## src/rtl/minibyte_pkg.sv

```systemverilog
// Shared constants for the minibyte memory/IO block:
// IO register addresses and TCTRL field bit positions.
package minibyte_pkg;

  localparam logic [7:0] IO_BASE       = 8'hF0;
  localparam logic [7:0] ADDR_GPIO_OUT = IO_BASE + 8'd0;
  localparam logic [7:0] ADDR_GPIO_IN  = IO_BASE + 8'd1;
  localparam logic [7:0] ADDR_TCNT     = IO_BASE + 8'd2;
  localparam logic [7:0] ADDR_TCTRL    = IO_BASE + 8'd3;

  localparam int TCTRL_EN    = 0;
  localparam int TCTRL_PS_LO = 1;
  localparam int TCTRL_PS_HI = 2;
  localparam int TCTRL_IE    = 3;
  localparam int TCTRL_OVF   = 7;

endpackage

```

## src/rtl/minibyte_timer.sv

```systemverilog
// 8-bit timer with 1/2/4/8 prescaler, sticky overflow and irq.
// Ports: clk_in, rst_in, tcnt/tctrl write strobes, wdata_in,
// tcnt_out, tctrl_out (read views), irq_out.
module minibyte_timer
  import minibyte_pkg::*;
(
  input  logic       clk_in,
  input  logic       rst_in,
  input  logic       tcnt_we_in,
  input  logic       tctrl_we_in,
  input  logic [7:0] wdata_in,
  output logic [7:0] tcnt_out,
  output logic [7:0] tctrl_out,
  output logic       irq_out
);

  logic [7:0] tcnt_q, tcnt_d;
  logic [2:0] pre_q, pre_d;
  logic [1:0] ps_q, ps_d;
  logic       en_q, en_d;
  logic       ie_q, ie_d;
  logic       ovf_q, ovf_d;
  logic [2:0] mask;
  logic       tick;
  logic       wrap;

  always_comb begin
    mask = 3'd0;
    case (ps_q)
      2'd0:    mask = 3'd0;
      2'd1:    mask = 3'd1;
      2'd2:    mask = 3'd3;
      default: mask = 3'd7;
    endcase
    tick = en_q && (pre_q == mask);

    pre_d = pre_q + 3'd1;
    if (!en_q || tick || tctrl_we_in) pre_d = 3'd0;

    // A CPU write to TCNT beats a tick in the same cycle.
    tcnt_d = tcnt_q;
    if (tcnt_we_in)  tcnt_d = wdata_in;
    else if (tick)   tcnt_d = tcnt_q + 8'd1;
    wrap = tick && !tcnt_we_in && (tcnt_q == 8'hFF);

    en_d = en_q;
    ps_d = ps_q;
    ie_d = ie_q;
    if (tctrl_we_in) begin
      en_d = wdata_in[TCTRL_EN];
      ps_d = wdata_in[TCTRL_PS_HI:TCTRL_PS_LO];
      ie_d = wdata_in[TCTRL_IE];
    end

    // Set wins over a simultaneous write-one-to-clear.
    ovf_d = ovf_q;
    if (tctrl_we_in && wdata_in[TCTRL_OVF]) ovf_d = 1'b0;
    if (wrap) ovf_d = 1'b1;
  end

  always_ff @(posedge clk_in or negedge rst_in) begin
    if (!rst_in) begin
      tcnt_q <= 8'd0;
      pre_q  <= 3'd0;
      ps_q   <= 2'd0;
      en_q   <= 1'b0;
      ie_q   <= 1'b0;
      ovf_q  <= 1'b0;
    end else begin
      tcnt_q <= tcnt_d;
      pre_q  <= pre_d;
      ps_q   <= ps_d;
      en_q   <= en_d;
      ie_q   <= ie_d;
      ovf_q  <= ovf_d;
    end
  end

  assign tcnt_out  = tcnt_q;
  assign tctrl_out = {ovf_q, 3'b000, ie_q, ps_q, en_q};
  assign irq_out   = ovf_q & ie_q;

endmodule

```

## src/rtl/minibyte_memio.sv

```systemverilog
// Minibyte memory/IO: RAM, GPIO, timer and a byte-stream loader.
// Ports: CPU bus (addr/data/we/data_out), gpio_in/out, irq_out, loader.
module minibyte_memio
  import minibyte_pkg::*;
#(
  parameter int RAM_DEPTH = 32
) (
  input  logic       clk_in,
  input  logic       rst_in,
  input  logic [7:0] addr_in,
  input  logic [7:0] data_in,
  input  logic       we_in,
  output logic [7:0] data_out,
  input  logic [7:0] gpio_in,
  output logic [7:0] gpio_out,
  output logic       irq_out,
  input  logic       load_en_in,
  input  logic       load_valid_in,
  input  logic [7:0] load_data_in,
  output logic       load_ready_out
);

  localparam int         AW       = $clog2(RAM_DEPTH);
  localparam logic [7:0] RAM_LAST = 8'(RAM_DEPTH - 1);

  logic [7:0]    ram_q [RAM_DEPTH];
  logic [AW-1:0] ptr_q, ptr_d;
  logic [7:0]    gpio_q, gpio_d;
  logic [7:0]    sync1_q, sync2_q;

  logic          cpu_we, load_we, ram_hit, ram_we;
  logic [AW-1:0] ram_waddr;
  logic [7:0]    ram_wdata;
  logic          tcnt_we, tctrl_we;
  logic [7:0]    tcnt, tctrl;

  always_comb begin
    // The loader owns the bus write path while enabled.
    cpu_we    = we_in & ~load_en_in;
    load_we   = load_en_in & load_valid_in;
    ram_hit   = addr_in <= RAM_LAST;
    ram_we    = load_we | (cpu_we & ram_hit);
    ram_waddr = load_en_in ? ptr_q : addr_in[AW-1:0];
    ram_wdata = load_en_in ? load_data_in : data_in;

    gpio_d = gpio_q;
    if (cpu_we && addr_in == ADDR_GPIO_OUT) gpio_d = data_in;
    tcnt_we  = cpu_we && (addr_in == ADDR_TCNT);
    tctrl_we = cpu_we && (addr_in == ADDR_TCTRL);

    ptr_d = ptr_q;
    if (!load_en_in)  ptr_d = '0;
    else if (load_we) ptr_d = ptr_q + 1'b1;
  end

  always_comb begin
    data_out = 8'h00;
    if (ram_hit) begin
      data_out = ram_q[addr_in[AW-1:0]];
    end else begin
      case (addr_in)
        ADDR_GPIO_OUT: data_out = gpio_q;
        ADDR_GPIO_IN:  data_out = sync2_q;
        ADDR_TCNT:     data_out = tcnt;
        ADDR_TCTRL:    data_out = tctrl;
        default:       data_out = 8'h00;
      endcase
    end
  end

  // RAM has no reset so contents survive rst_in.
  always_ff @(posedge clk_in) begin
    if (ram_we) ram_q[ram_waddr] <= ram_wdata;
  end

  always_ff @(posedge clk_in or negedge rst_in) begin
    if (!rst_in) begin
      ptr_q   <= '0;
      gpio_q  <= 8'h00;
      sync1_q <= 8'h00;
      sync2_q <= 8'h00;
    end else begin
      ptr_q   <= ptr_d;
      gpio_q  <= gpio_d;
      sync1_q <= gpio_in;
      sync2_q <= sync1_q;
    end
  end

  minibyte_timer u_timer (
    .clk_in      (clk_in),
    .rst_in      (rst_in),
    .tcnt_we_in  (tcnt_we),
    .tctrl_we_in (tctrl_we),
    .wdata_in    (data_in),
    .tcnt_out    (tcnt),
    .tctrl_out   (tctrl),
    .irq_out     (irq_out)
  );

  assign gpio_out       = gpio_q;
  assign load_ready_out = load_en_in;

endmodule

```

## config.mk

```make
export PLATFORM = sky130hd
export DESIGN_NAME = minibyte_memio
export DESIGN_NICKNAME = d
export VERILOG_FILES = /design/src/rtl/minibyte_pkg.sv /design/src/rtl/minibyte_timer.sv /design/src/rtl/minibyte_memio.sv
export SDC_FILE = /design/constraint.sdc
export NUM_CORES = 1
export LEC_CHECK = 0
export ABC_CLOCK_PERIOD_IN_PS = 4500
export CAP_MARGIN = 20
export CORE_ASPECT_RATIO = 0.75
export CORE_MARGIN = 2
export CORE_UTILIZATION = 41
export DETAILED_ROUTE_END_ITERATION = 10
export PLACE_DENSITY_LB_ADDON = 0.05
export SYNTH_ARGS = -nofsm -noshare
export SYNTH_HDL_FRONTEND = slang
export SYNTH_SLANG_ARGS = --single-unit
```

## constraint.sdc

```tcl
create_clock -name clk_in -period 4.5 [get_ports clk_in]
set_input_delay 0.9 -clock clk_in [delete_from_list [all_inputs] [get_ports clk_in]]
set_output_delay 0.9 -clock clk_in [all_outputs]
set_load 0.05 [all_outputs]
```

# ---- Yosys cells after proc, flatten, opt, wreduce, memory -nomap -nowiden
# Memory sizes are Yosys's and may differ from the RTL's.
# Index checks and enable logic that the tools add are counted.
dict set report totals {
  word_cells 58
  memories 1
  output_inout_bits 18
  in_bits 37
  register_bits 45
  ram_bits 256
}
# name depth word_bits read_ports rd_ports_with_merged_regs wr line
set memory_table {}
lappend memory_table {ram_q 32 8 1 0 1 minibyte_memio.sv:26} ;# logic [7:0] ram_q [RAM_DEPTH];
dict set report classes {
  mux 14
  add_sub_neg 3
  n_reduce_logical 14
  n_lt_le_gt_ge 1
  n_eq_ne 9
  n_bitwise 6
}
# operator count
set ops {}
lappend ops {{8-bit equality test, second input constant} 5}
lappend ops {{8-bit 2-to-1 mux} 4}
lappend ops {{8-bit case mux with 4 select lines} 1}
lappend ops {{5-bit 2-to-1 mux} 3}
lappend ops {{3-bit case mux with 3 select lines} 1}
lappend ops {{8-bit by 1-bit adder with 8-bit output, second input constant} 1}
lappend ops {{8-bit by 5-bit <= comparator with 1-bit output, second input constant} 1}
lappend ops {{1-bit logical AND} 7}
lappend ops {{5-bit by 1-bit adder with 5-bit output, second input constant} 1}
lappend ops {{1-bit bitwise AND} 4}
lappend ops {{1-bit 2-to-1 mux} 4}
lappend ops {{2-bit nonzero test} 2}
lappend ops {{3-bit by 1-bit adder with 3-bit output, second input constant} 1}
lappend ops {{3-bit equality test} 1}
lappend ops {{3-bit 2-to-1 mux} 1}
lappend ops {{2-bit by 1-bit equality test with 1-bit output, second input constant} 1}
lappend ops {{2-bit equality test, second input constant} 1}
lappend ops {{1-bit logical NOT} 2}
lappend ops {{2-bit logical NOT} 1}
lappend ops {{1-bit logical OR} 2}
lappend ops {{2-bit by 1-bit != test with 1-bit output, second input constant} 1}
lappend ops {{1-bit inverter} 1}
lappend ops {{1-bit bitwise OR} 1}

# ---- Depth between registers and ports, before layout
# Gate-level depths: netlist (run 1).
dict set report logic_depth {
  ltp_word 7
  mapped_depth 9
  depth_no_buf 5
}

# ---- By module
# From an unflattened synthesis (run 1), not the netlist that was laid out.
dict set report hier_totals {
  cells_unflattened 746
  hier_area_um2 12688.4
}
# mod area_each_um2 cells_per_inst seq_area_each_um2 instances
set by_module_without_submodules {}
lappend by_module_without_submodules {minibyte_memio 11706.2 638 8413.1 1}
lappend by_module_without_submodules {minibyte_timer 982.2 108 400.4 1}

# ---- Worst setup path after synthesis (run 1)
# OpenSTA, ideal clock, no wires.
dict set report synth_path {
  kind {input to output}
  start {input addr_in[2]}
  end {output data_out[4]}
  required_ns 3.600
  path_buffers 3
  slack_ns 0.349
  arrival_time_ns 3.251
  stages 8
  cell_sequence {buf_2 > nor2b_1 > clkbuf_1 > clkbuf_1 > a22o_1 > a221oi_1 > o21ai_0 > o32ai_1}
}
dict set report synth_via {
  elab_chain_cells 3
  word_cells_on_any_way 8
  classes_between {order compare: 1; eq/ne: 4; mux: 2; memory: 1}
}
# item line
set synth_rtl {}
lappend synth_rtl {{start, declared} minibyte_memio.sv:10} ;# input logic [7:0] addr_in,
lappend synth_rtl {{parallel branches: the longest is 2 deep, another holds memory 32 x 8 bit} --}
lappend synth_rtl {{8-bit 2-to-1 mux *} minibyte_memio.sv:58} ;# if (ram_hit) begin
lappend synth_rtl {{end, declared} minibyte_memio.sv:13} ;# output logic [7:0] data_out,
# Mark *: on every way between the ends.

# ---- Worst setup path after layout (run 1)
dict set report layout_path {
  start {input addr_in[2]}
  end {output data_out[7]}
}
# The elaborated chain is that of the path after synthesis.

==> metrics.md, run 1 <==
| Metric | Value |
|---|---|
| Status | `completed` |
| Chip width | `just over 200 um` |
| Area grow syn2layout | `17.7%` |
| GRT Overall Usage | `between 10% and 20%` |
| Unique masters post-synth | `55` |
| # port buffers | `54` |
| Fin nets | `between 800 and 900` |
| DRT iter0 DRCs | `~700` |
| Placer Congestion | `0.843` |
| Vias | `6945` |
| Clk_lat worst skew | `~0.58 ns` |
| Post-synth EDFFs | `about 260` |
| CTS Sinks | `approximately 300` |
| Pin count of the biggest net entering global routing | `between 40 and 50` |
| Critical R2R Capture | `u_timer.tcnt_out[7]` |
| Synth area leader | `edfxtp_1` |
| Number of global-route vias before repair | `approximately 7000` |
| R2R depth | `6` |
| Postcts setup bufs | `0` |
| Synth cell count leaders | `edfxtp_1, mux2i_1, nand2_1` |
| Worst Path Max Fanout | `11` |
| Final Hold Viols | `0` |
| Tmin final | `between 4 and 5 ns` |
| Worst reg-to-reg setup slack | `2.24 ns` |
| Share of post-route cells with drive strength above 1 | `between 10% and 20%` |
| Dpl cells | `about 1200` |
| RSZ-0062 raised after global routing | `false` |
| DRC | `0` |
| Post-detailed-route wirelength per cell | `around 24 um` |
| Asr flop ratio synth | `between 10 and 15%` |
| Worst-Margin Slew | `approximately 1.0 ns` |
| Cts bufs inserted | `30` |
| Antenna violations before repair | `1` |
| Slew headroom | `30.4%` |
| # IOs | `55` |
| Share of the synthesized area in the top cell type | `roughly 62%` |
| Crit start category | `input port` |
| Setup TNS | `0 ns` |
| Starting Density | `between 40% and 50%` |
| Hold Path Class | `input port to async pin` |
| Clk slew on worst S/H paths | `roughly 0.06 ns` |
| Worst Setup End Kind | `output pin` |
| DRT Pass-1 Iters | `5` |
| Worst vdd ir | `0.297 mV` |
| Final Instance Area | `approximately 15000 um2` |
| CP max-delay cell | `clkdlybuf4s50_1` |
| Area after DPL | `13600 um2` |
| Max Freq | `around 0.25 GHz` |
| Synth area leaders | `edfxtp_1, dfrtp_1, mux4_2` |
| Synthesized flop and latch total | `about 300` |
| Final Cycle Share | `approximately nine tenths` |
| Sequential area share after synthesis | `71.0%` |
| Row cnt | `55` |
| WP data required | `3.60 ns` |
| Power Density | `432 nW/um2` |
| Worst stage delay on the critical path | `approximately 0.58 ns` |
| Synthesis warning total | `0` |
| Worst EP arrival | `3.13 ns` |
| Non-filler instance count after layout | `between 1000 and 1500` |
| CTS root buffer | `clkbuf_16` |
| Fillers | `2559` |
| Leak | `between 5 and 6 nW` |
| Final setup vio count | `0` |
| Post-CTS sizing | `0` |
| Hold_buf cts | `0` |
| Worst r2r src | `u_timer.ps_q[1]` |
| Wirelength, routed | `between 30000 and 40000 um` |
| Ant. Diodes | `0` |
| Synth Net Count | `approximately 780` |
| DP HPWL | `20600 um` |
| Critical path's most frequent cell | `buf_4` |
| Slew Viols, Final | `0` |
| DR vias/cell | `5.53` |
| Die Y-Extent | `around 150 um` |
| Max Cap Viol | `0` |
| Global-route wire length before repair | `between 40000 and 50000 um` |
| CP Class | `input port to output pin` |
| CP Cell Sequence | `clkdlybuf4s50_1 -> clkinv_1 -> buf_4 -> mux2_2 -> a221oi_1 -> o2bb2ai_1 -> buf_4` |
| DIE AREA | `about 32000 um2` |
| Most used flip-flop cell after synthesis | `edfxtp_1` |
| CTS tree | `built` |
| Avg Inst Size Synth | `approximately 17 um2` |
| Final Skew | `roughly 0.032 ns` |
| Top-count cell post-synth | `edfxtp_1` |
| Mapped cell area | `12400 um2` |
| Syn Inst Count | `744` |
| Grt ovf | `0` |
| H-tree lvl count | `1` |
| CORE AREA | `30000 um2` |
| Critical path origin | `addr_in[2]` |
| Max Root-Sink Buffers | `3` |
| Post-Route Utilization | `between 40% and 50%` |
| Antenna Nets Post-Route | `0` |
==> sequential cells by signal, summed over array words and instances (netlist names), 2 cells and up <==
register,count
u_timer.pre_q,3
sync2_q,8
gpio_out,8
sync1_q,8
u_timer.ps_q,2
ptr_q,5
u_timer.tcnt_out,8
ram_q,256
==> power by group <==
part,internal [mW],leakage [nW],switching [mW]
clock network,1.55,0.498,1.02
registers,3.11,2.87,0.0599
logic,0.213,1.76,0.342
==> cell usage in the layout (no fill, tap or decap), types with 4 or more instances in the layout <==
cell / n
mux2_2: 18
a31oi_1: 5
clkinv_2: 6
bufinv_16: 6
buf_4: 52
a221oi_1: 12
inv_1: 8
and2_1: 8
a21oi_1: 17
buf_12: 5
clkinv_1: 7
nand3_1: 19
nor2b_1: 5
clkbuf_16: 30
mux2i_1: 72
nor2_1: 47
xnor2_1: 4
dfrtp_1: 45
edfxtp_1: 256
clkdlybuf4s50_1: 43
a22o_1: 12
mux4_2: 36
o32ai_1: 4
a22oi_1: 4
o22ai_1: 4
o21ai_0: 13
o211ai_1: 4
a32o_1: 4
nand2_1: 54
==> per-stage QoR <==
step           total power, mW  setup WS, ns  hold WS (ns)
4_1_cts                   6.36         0.476         0.350
3_3_place_gp              3.77         0.530         0.337
3_5_place_dp              3.78         0.483         0.336
5_1_grt                   6.52         0.309         0.227
2_1_floorplan             3.54         0.349         0.331
6_report                  6.30         0.471         0.228
==> final cells by class <==
type / count / area, um2 / area share, %
Multi-Input combinational cell: 393 / 3310 / 22.7
Tap cell: 399 / 499 / 3.42
Clock inverter: 20 / 256 / 1.76
Timing Repair Buffer: 102 / 931 / 6.37
Sequential cell: 301 / 8810 / 60.3
Clock buffer: 33 / 762 / 5.22
Inverter: 9 / 33.8 / 0.231
==> worst max-delay path, delay by kind of cell <==
kind / cells / cell delay (ns)
AO/OA/AOI/OAI: 2 / 0.48
multiplexers: 1 / 0.28
buffers and inverters: 4 / 1.47
==> cells by family (layout without fill, tap and decap cells) <==
kind of cell | after synthesis | after routing | share of synthesized area [%]
AOI/OAI and AO/OA | 97 | 97 | 5.67
DFF | 301 | 301 | 71.0
muxes | 127 | 127 | 14.2
and+or+nand+nor | 160 | 160 | 6.02
buffers and inverters | 50 | 164 | 2.38
xor gates and xnor gates | 6 | 6 | 0.423
adders and majority gates | 3 | 3 | 0.303
==> per-layer routing <==
metal  vias up  GRT usage [%]  share of wire [%]
li1       3105              -                  -
met1      3585           30.5                 47
met2       209           29.0                 45
met3        46           3.62                6.0
met4         0           4.39                2.1
met5         -              0                  0
==> how the worst max path moves through the flow <==
stage	endpoint	slack [ns]
final	data_out[7]	0.47
after global routing	data_out[6]	0.31
after floorplan	data_out[4]	0.35
after detailed placement	data_out[7]	0.48
after CTS	data_out[7]	0.48
after global placement	data_out[7]	0.53
Power figures use the tool's default switching activity.
==> run 2: changes to the inputs <==
ABC_AREA = 1   (was default)
CTS_CLUSTER_DIAMETER = 40   (was default)
SKIP_LAST_GASP = 1   (was default)
==> run 2 against run 1 <==
  * Maximum frequency decreased by 0.97%
  * Critical endpoint is now data_out[1]
  * Highest routed layer unchanged
  * Clock skew fell by 0.012 ns
  * Clock-buffer cell count rose by 7
==> metrics.md, run 2 <==
| Metric | Value |
|---|---|
| Max Cap Viol | `0` |
| Fillers | `2767` |
| DRT iter0 DRCs | `~760` |
| Dpl cells | `about 1700` |
| Clk slew on worst S/H paths | `~0.060 ns` |
| Synth area leaders | `edfxtp_1, nand2_1, dfrtp_1` |
| CP max-delay cell | `clkdlybuf4s50_1` |
| Clock Power Share | `47.0%` |
| # IOs | `55` |
| Max Freq | `0.246 GHz` |
| Top-count cell post-synth | `nand2_1` |
| CP Class | `input port to output pin` |
| Most common cell after layout, fill and taps aside | `nand2_1` |
| Largest register FFs | `around 260` |
| Unique masters post-synth | `33` |
| Number of global-route vias before repair | `roughly 8400` |
| Post-detailed-route wirelength per cell | `20.6 um` |
| Worst EP arrival | `3.17 ns` |
| Final Skew | `roughly 0.021 ns` |
| DIE AREA | `between 30000 and 40000 um2` |
| Worst-Margin Slew | `approximately 1.1 ns` |
| # port buffers | `54` |
| Wirelength, routed | `between 30000 and 40000 um` |
| Hold slack | `around 0.26 ns` |
| Mapped cell area | `approximately 13000 um2` |
| Worst Path Max Fanout | `14` |
| Final Hold Viols | `0` |
| Seq pwr share | `a little under half` |
| Crit path max-delay family | `simple AND/OR/NAND/NOR gates` |
| Commonest cells after routing, fill and taps aside | `nand2_1, edfxtp_1, nor2_1` |
| Synthesized flop and latch total | `301` |
| Share of the synthesized area in the top cell type | `60.1%` |
| Final Instance Area | `between 15000 and 20000 um2` |
| PnR Total Power | `slightly below 7 mW` |
| Antenna Nets Post-Route | `0` |
| Largest Register | `ram_q` |
| CTS tree | `built` |
| DP HPWL | `approximately 23000 um` |
| DRC | `0` |
| Placer Congestion | `a little under 0.9` |
| Synth cell count leaders | `nand2_1, edfxtp_1, nor2_1` |
| Power Density | `about 440 nW/um2` |
| Fin nets | `1376` |
| Leak | `6.17 nW` |
| Slew Viols, Final | `0` |
| Pre-CTS setup slack | `0.445 ns` |
| Antenna violations before repair | `0` |
| Final Cycle Share | `between 90 and 100%` |
| Worst vdd ir | `0.220 mV` |
| Worst Setup End Kind | `output pin` |
| Row cnt | `55` |
| Non-filler instance count after layout | `1762` |
| Post-Route Utilization | `51.0%` |
| Final setup vio count | `0` |
| CORE AREA | `30400 um2` |
| CTS Sinks | `roughly 300` |
| Crit start category | `input port` |
| Cts bufs inserted | `38` |
| Logic gate share of total power | `under 10%` |
| Critical path's most frequent cell | `nand2_1` |
| Hold Path Class | `input port to async pin` |
| Share of post-route cells with drive strength above 1 | `12.1%` |
| Starting Density | `42.1%` |
| Final WS setup | `between 0.4 and 0.5 ns` |
| Avg Inst Size Synth | `between 10 and 15 um2` |
| DR vias/cell | `~5` |
| Die Y-Extent | `between 150 and 200 um` |
| Synthesis warning total | `0` |
| DRT Pass-1 Iters | `6` |
| Syn Inst Count | `1229` |
| Vias | `8978` |
| Area grow syn2layout | `21.2%` |
| Post-synth EDFFs | `approximately 260` |
| GRT Overall Usage | `between 20 and 25%` |
| Setup TNS | `0 ns` |
| Sw Ratio | `a little under a quarter` |
| CTS root buffer | `clkbuf_16` |
| Grt ovf | `0` |
| Most used flip-flop cell after synthesis | `edfxtp_1` |
| Post-CTS sizing | `0` |
| WP data required | `approximately 3.6 ns` |
| Sequential area share after synthesis | `68.9%` |
| Hold_buf cts | `0` |
| Tmin final | `4.07 ns` |
| CP Cell Sequence | `clkdlybuf4s50_1 -> nand4_1 -> nor2_4 -> nand2_1 -> o22ai_1 -> nor2_1 -> nand2_1 -> buf_12` |
| Status | `completed` |
| Max Root-Sink Buffers | `3` |
| Int Power | `5.29 mW` |
| Area after DPL | `approximately 14000 um2` |
| Postcts setup bufs | `0` |
| Pin count of the biggest net entering global routing | `54` |
| Asr flop ratio synth | `between 10 and 15%` |
| Worst stage delay on the critical path | `approximately 0.76 ns` |
| P_sw | `roughly 1.6 mW` |
| RSZ-0062 raised after global routing | `false` |
| Global-route wire length before repair | `54100 um` |
| H-tree lvl count | `2` |
| Synth Net Count | `between 1000 and 1500` |
| Clk_lat worst skew | `around 0.53 ns` |
| Chip width | `208 um` |
| Ant. Diodes | `0` |
| Worst Path Buf+Inv | `2` |
| Slew headroom | `~28%` |
| Synth area leader | `edfxtp_1` |
==> run 2: cell count changes in the layout (fill, tap and decap cells not counted), sizes merged, moves of 8 or more <==
cell    before  now
nand2       54  536
mux2i       72    0
nand3       20   91
nor2        48  102
mux4        37    0
inv          8   44
o21ai       16   46
nand4        3   29
mux2        18    0
buf         59   76
a221oi      12    0
a22o        12    0
and2         8    0
==> run 2: power by group through the flow <==
stage | Sequential (mW) | Clock (mW) | Combinational (mW)
floorplan | 3.18 | 0 | 0.272
global placement | 3.17 | 0 | 0.520
detailed placement | 3.17 | 0 | 0.520
CTS | 3.12 | 3.27 | 0.522
global route | 3.12 | 3.39 | 0.578
finish | 3.12 | 3.23 | 0.521
==> run 2: cell families (layout without fill, tap and decap cells) <==
logic type	count (synthesis)	in the layout	share of synthesized area, %
AO/OA/AOI/OAI	67	67	2.92
XOR/XNOR	2	2	0.137
adder cells (fa/ha/maj)	3	3	0.293
buffers and inverters	94	228	3.59
flip-flops	301	301	68.9
AND/OR/NAND/NOR	762	762	24.2
==> run 2: layout make-up <==
class / instances / area [um2] / share of cell area [%]
Clock inverter: 27 / 359 / 2.32
Multi-Input combinational cell: 834 / 3550 / 22.9
Inverter: 42 / 168 / 1.08
Tap cell: 399 / 499 / 3.22
Timing Repair Buffer: 119 / 1130 / 7.29
Clock buffer: 40 / 980 / 6.32
Sequential cell: 301 / 8810 / 56.8
==> run 2: layer usage <==
metal / global-route usage [%] / share of wire (%) / wire length [um]
met2: 32.7 / 42 / 15400
met1: 34.6 / 49 / 17700
met3: 4.49 / 6.9 / 2520
met5: 0 / 0 / 0
met4: 5.50 / 1.8 / 655
==> run 2: path summary, 6_finish.rpt <==
kind	end	start	slack [ns]	cells after the start
setup / recovery	data_out[1]	addr_in[4]	0.43	8
hold / removal	sync1_q[4]	rst_in	0.26	1
setup reg to reg	ram_q[15][0]	ptr_q[1]	2.42	7
hold reg to reg	sync2_q[3]	sync1_q[3]	0.35	0
max in group asynchronous	sync2_q[6]	rst_in	3.74	2
min in group clk_in	sync2_q[3]	sync1_q[3]	0.35	0
==> run 3: changes to the inputs <==
GPL_TIMING_DRIVEN = 0   (was default)
SKIP_CTS_REPAIR_TIMING = 1   (was default)
==> run 3 against run 2 <==
  * The flow now finishes with violations (negative setup slack)
  * Sequential power hardly changed
  * Flip-flop and latch count did not move
  * Register-to-register slack worse by 0.35 ns
  * Global-route usage rose by 1.5 points
  * Hold slack better by 0.084 ns
  * Critical path type unchanged
==> metrics.md, run 3 (synthesized netlist as in run 2, its figures left out) <==
| Metric | Value |
|---|---|
| Worst EP arrival | `about 3.6 ns` |
| CTS root buffer | `clkbuf_16` |
| Grt ovf | `0` |
| Fin nets | `about 1400` |
| Logic gate share of total power | `8.4%` |
| H-tree lvl count | `2` |
| Final WS setup | `-0.0149 ns` |
| Fillers | `2799` |
| # port buffers | `50` |
| Number of global-route vias before repair | `around 8500` |
| Post-detailed-route wirelength per cell | `between 20 and 25 um` |
| Int Power | `5.05 mW` |
| GRT Overall Usage | `a little under a quarter` |
| Share of post-route cells with drive strength above 1 | `~11%` |
| Cts bufs inserted | `37` |
| Non-filler instance count after layout | `about 1800` |
| Max Root-Sink Buffers | `3` |
| DR vias/cell | `5.20` |
| Ant. Diodes | `0` |
| DRT iter0 DRCs | `just under 900` |
| Crit start category | `input port` |
| Wirelength, routed | `between 30000 and 40000 um` |
| Worst Setup End Kind | `output pin` |
| Grt met1 use | `37.7%` |
| Chip width | `208 um` |
| CP Cell Sequence | `clkdlybuf4s50_1 -> buf_2 -> nor2_4 -> buf_2 -> nand2_1 -> nand4_1 -> nand3_1 -> nand2_1 -> nand3_1 -> nand2_1 -> dlymetal6s2s_1` |
| Worst Path Buf+Inv | `4` |
| Final Hold Viols | `0` |
| Multi-input gate area | `3620 um2` |
| Area of all sequential standard cells | `8810 um2` |
| Largest Register | `ram_q` |
| Placer Congestion | `a little over 0.9` |
| Leak | `approximately 6.1 nW` |
| Failing checks | `negative setup slack` |
| DRT Pass-1 Iters | `6` |
| Most common cell after layout, fill and taps aside | `nand2_1` |
| CTS Sinks | `between 300 and 400` |
| DRC | `0` |
| Area grow syn2layout | `19.7%` |
| Busiest metal layer after global routing | `met1` |
| Worst Path Max Fanout | `10` |
| P_sw | `1.59 mW` |
| Clock Power Share | `44.8%` |
| DP HPWL | `roughly 26000 um` |
| Final Cycle Share | `100%` |
| Slew headroom | `23.7%` |
| Largest register FFs | `256` |
| Global-route wire length before repair | `57000 um` |
| CORE AREA | `30400 um2` |
| Max Cap Viol | `0` |
| Final setup vio count | `1` |
| Seq pwr share | `between 40 and 50%` |
| Starting Density | `a little over two fifths` |
| CP Class | `input port to output pin` |
| Slew Viols, Final | `0` |
| Worst vdd ir | `approximately 0.31 mV` |
| Area after DPL | `roughly 14000 um2` |
| CTS tree | `built` |
| Commonest cells after routing, fill and taps aside | `nand2_1, edfxtp_1, nor2_1` |
| Sw Ratio | `24.0%` |
| Power Density | `roughly 430 nW/um2` |
| Pin count of the biggest net entering global routing | `33` |
| Tmin final | `around 4.5 ns` |
| Row cnt | `55` |
| Post-Route Utilization | `roughly half` |
| CP max-delay cell | `dlymetal6s2s_1` |
| Setup TNS | `-0.0149 ns` |
| DIE AREA | `about 33000 um2` |
| Worst-Margin Slew | `1.14 ns` |
| Critical path's most frequent cell | `nand2_1` |
| Met2 Resource Use GR | `about a third` |
| Clk slew on worst S/H paths | `about 0.050 ns` |
| Worst stage delay on the critical path | `approximately 0.45 ns` |
| Hold Path Class | `flip-flop to flip-flop` |
| Max Freq | `around 0.22 GHz` |
| Die Y-Extent | `around 160 um` |
| Vias | `roughly 9100` |
| Dpl cells | `around 1700` |
| WP data required | `3.60 ns` |
| # IOs | `between 50 and 60` |
| Antenna violations before repair | `0` |
| Status | `complete, but fails checks` |
| Crit path max-delay family | `buffers and inverters` |
| Met3 usage | `4.99%` |
| Final Skew | `0.0212 ns` |
| Final Instance Area | `approximately 15000 um2` |
| Clk_lat worst skew | `0.53 ns` |
| Antenna Nets Post-Route | `0` |
| RSZ-0062 raised after global routing | `true` |
## run 3: area by class of cell
| class | instances | area share, % |
|---|---|---|
| Buffer | 52 | 2.01 |
| Clock buffer | 41 | 6.35 |
| Clock inverter | 26 | 1.69 |
| Inverter | 42 | 1.09 |
| Multi-Input combinational cell | 834 | 23.7 |
| Sequential cell | 301 | 57.5 |
| Tap cell | 399 | 3.26 |
| Timing Repair Buffer | 59 | 4.39 |
## run 3: power groups by stage
stage,Clock (mW),Sequential (mW),Combinational (mW)
after detailed placement,0,3.17,0.546
after global placement,0,3.19,0.503
after floorplan,0,3.18,0.272
after global routing,3.13,3.12,0.602
after CTS,3.02,3.11,0.550
final,2.98,3.11,0.556
## run 3: final timing paths
path | startpoint | endpoint | slack (ns) | depth (start not counted)
worst max-delay path | addr_in[1] | data_out[5] | -0.01 | 11
worst min-delay path | sync1_q[2] | sync2_q[2] | 0.35 | 0
max in group asynchronous | rst_in | sync2_q[5] | 3.61 | 2
worst min register to register | sync1_q[2] | sync2_q[2] | 0.35 | 0
worst max register to register | ptr_q[1] | ram_q[14][0] | 2.07 | 6
min in group asynchronous | rst_in | gpio_out[4] | 0.37 | 1
## run 3: worst reg2reg max path, delay by kind of cell (launching register included)
family / cells / cell delay [ns]
and+or+nand+nor: 3 / 1.36
DFF: 1 / 0.37
buffers and inverters: 2 / 0.18
AOI/OAI and AO/OA: 1 / 0.15
## run 3: per-layer routing
| layer | vias up | part of all wire (%) |
|---|---|---|
| met1 | 4365 | 50 |
| li1 | 4329 | - |
| met2 | 366 | 40 |
| met5 | - | 0 |
| met3 | 58 | 7.8 |
| met4 | 0 | 2.1 |
## run 3: metrics by stage
step | setup WS (ns) | hold slack [ns] | power [mW]
5_1_grt | -0.0865 | 0.354 | 6.85
3_3_place_gp | -2.00 | 0.332 | 3.69
2_1_floorplan | 1.29 | 0.331 | 3.45
6_report | -0.0149 | 0.347 | 6.65
4_1_cts | -0.501 | 0.349 | 6.69
3_5_place_dp | -0.492 | 0.336 | 3.72
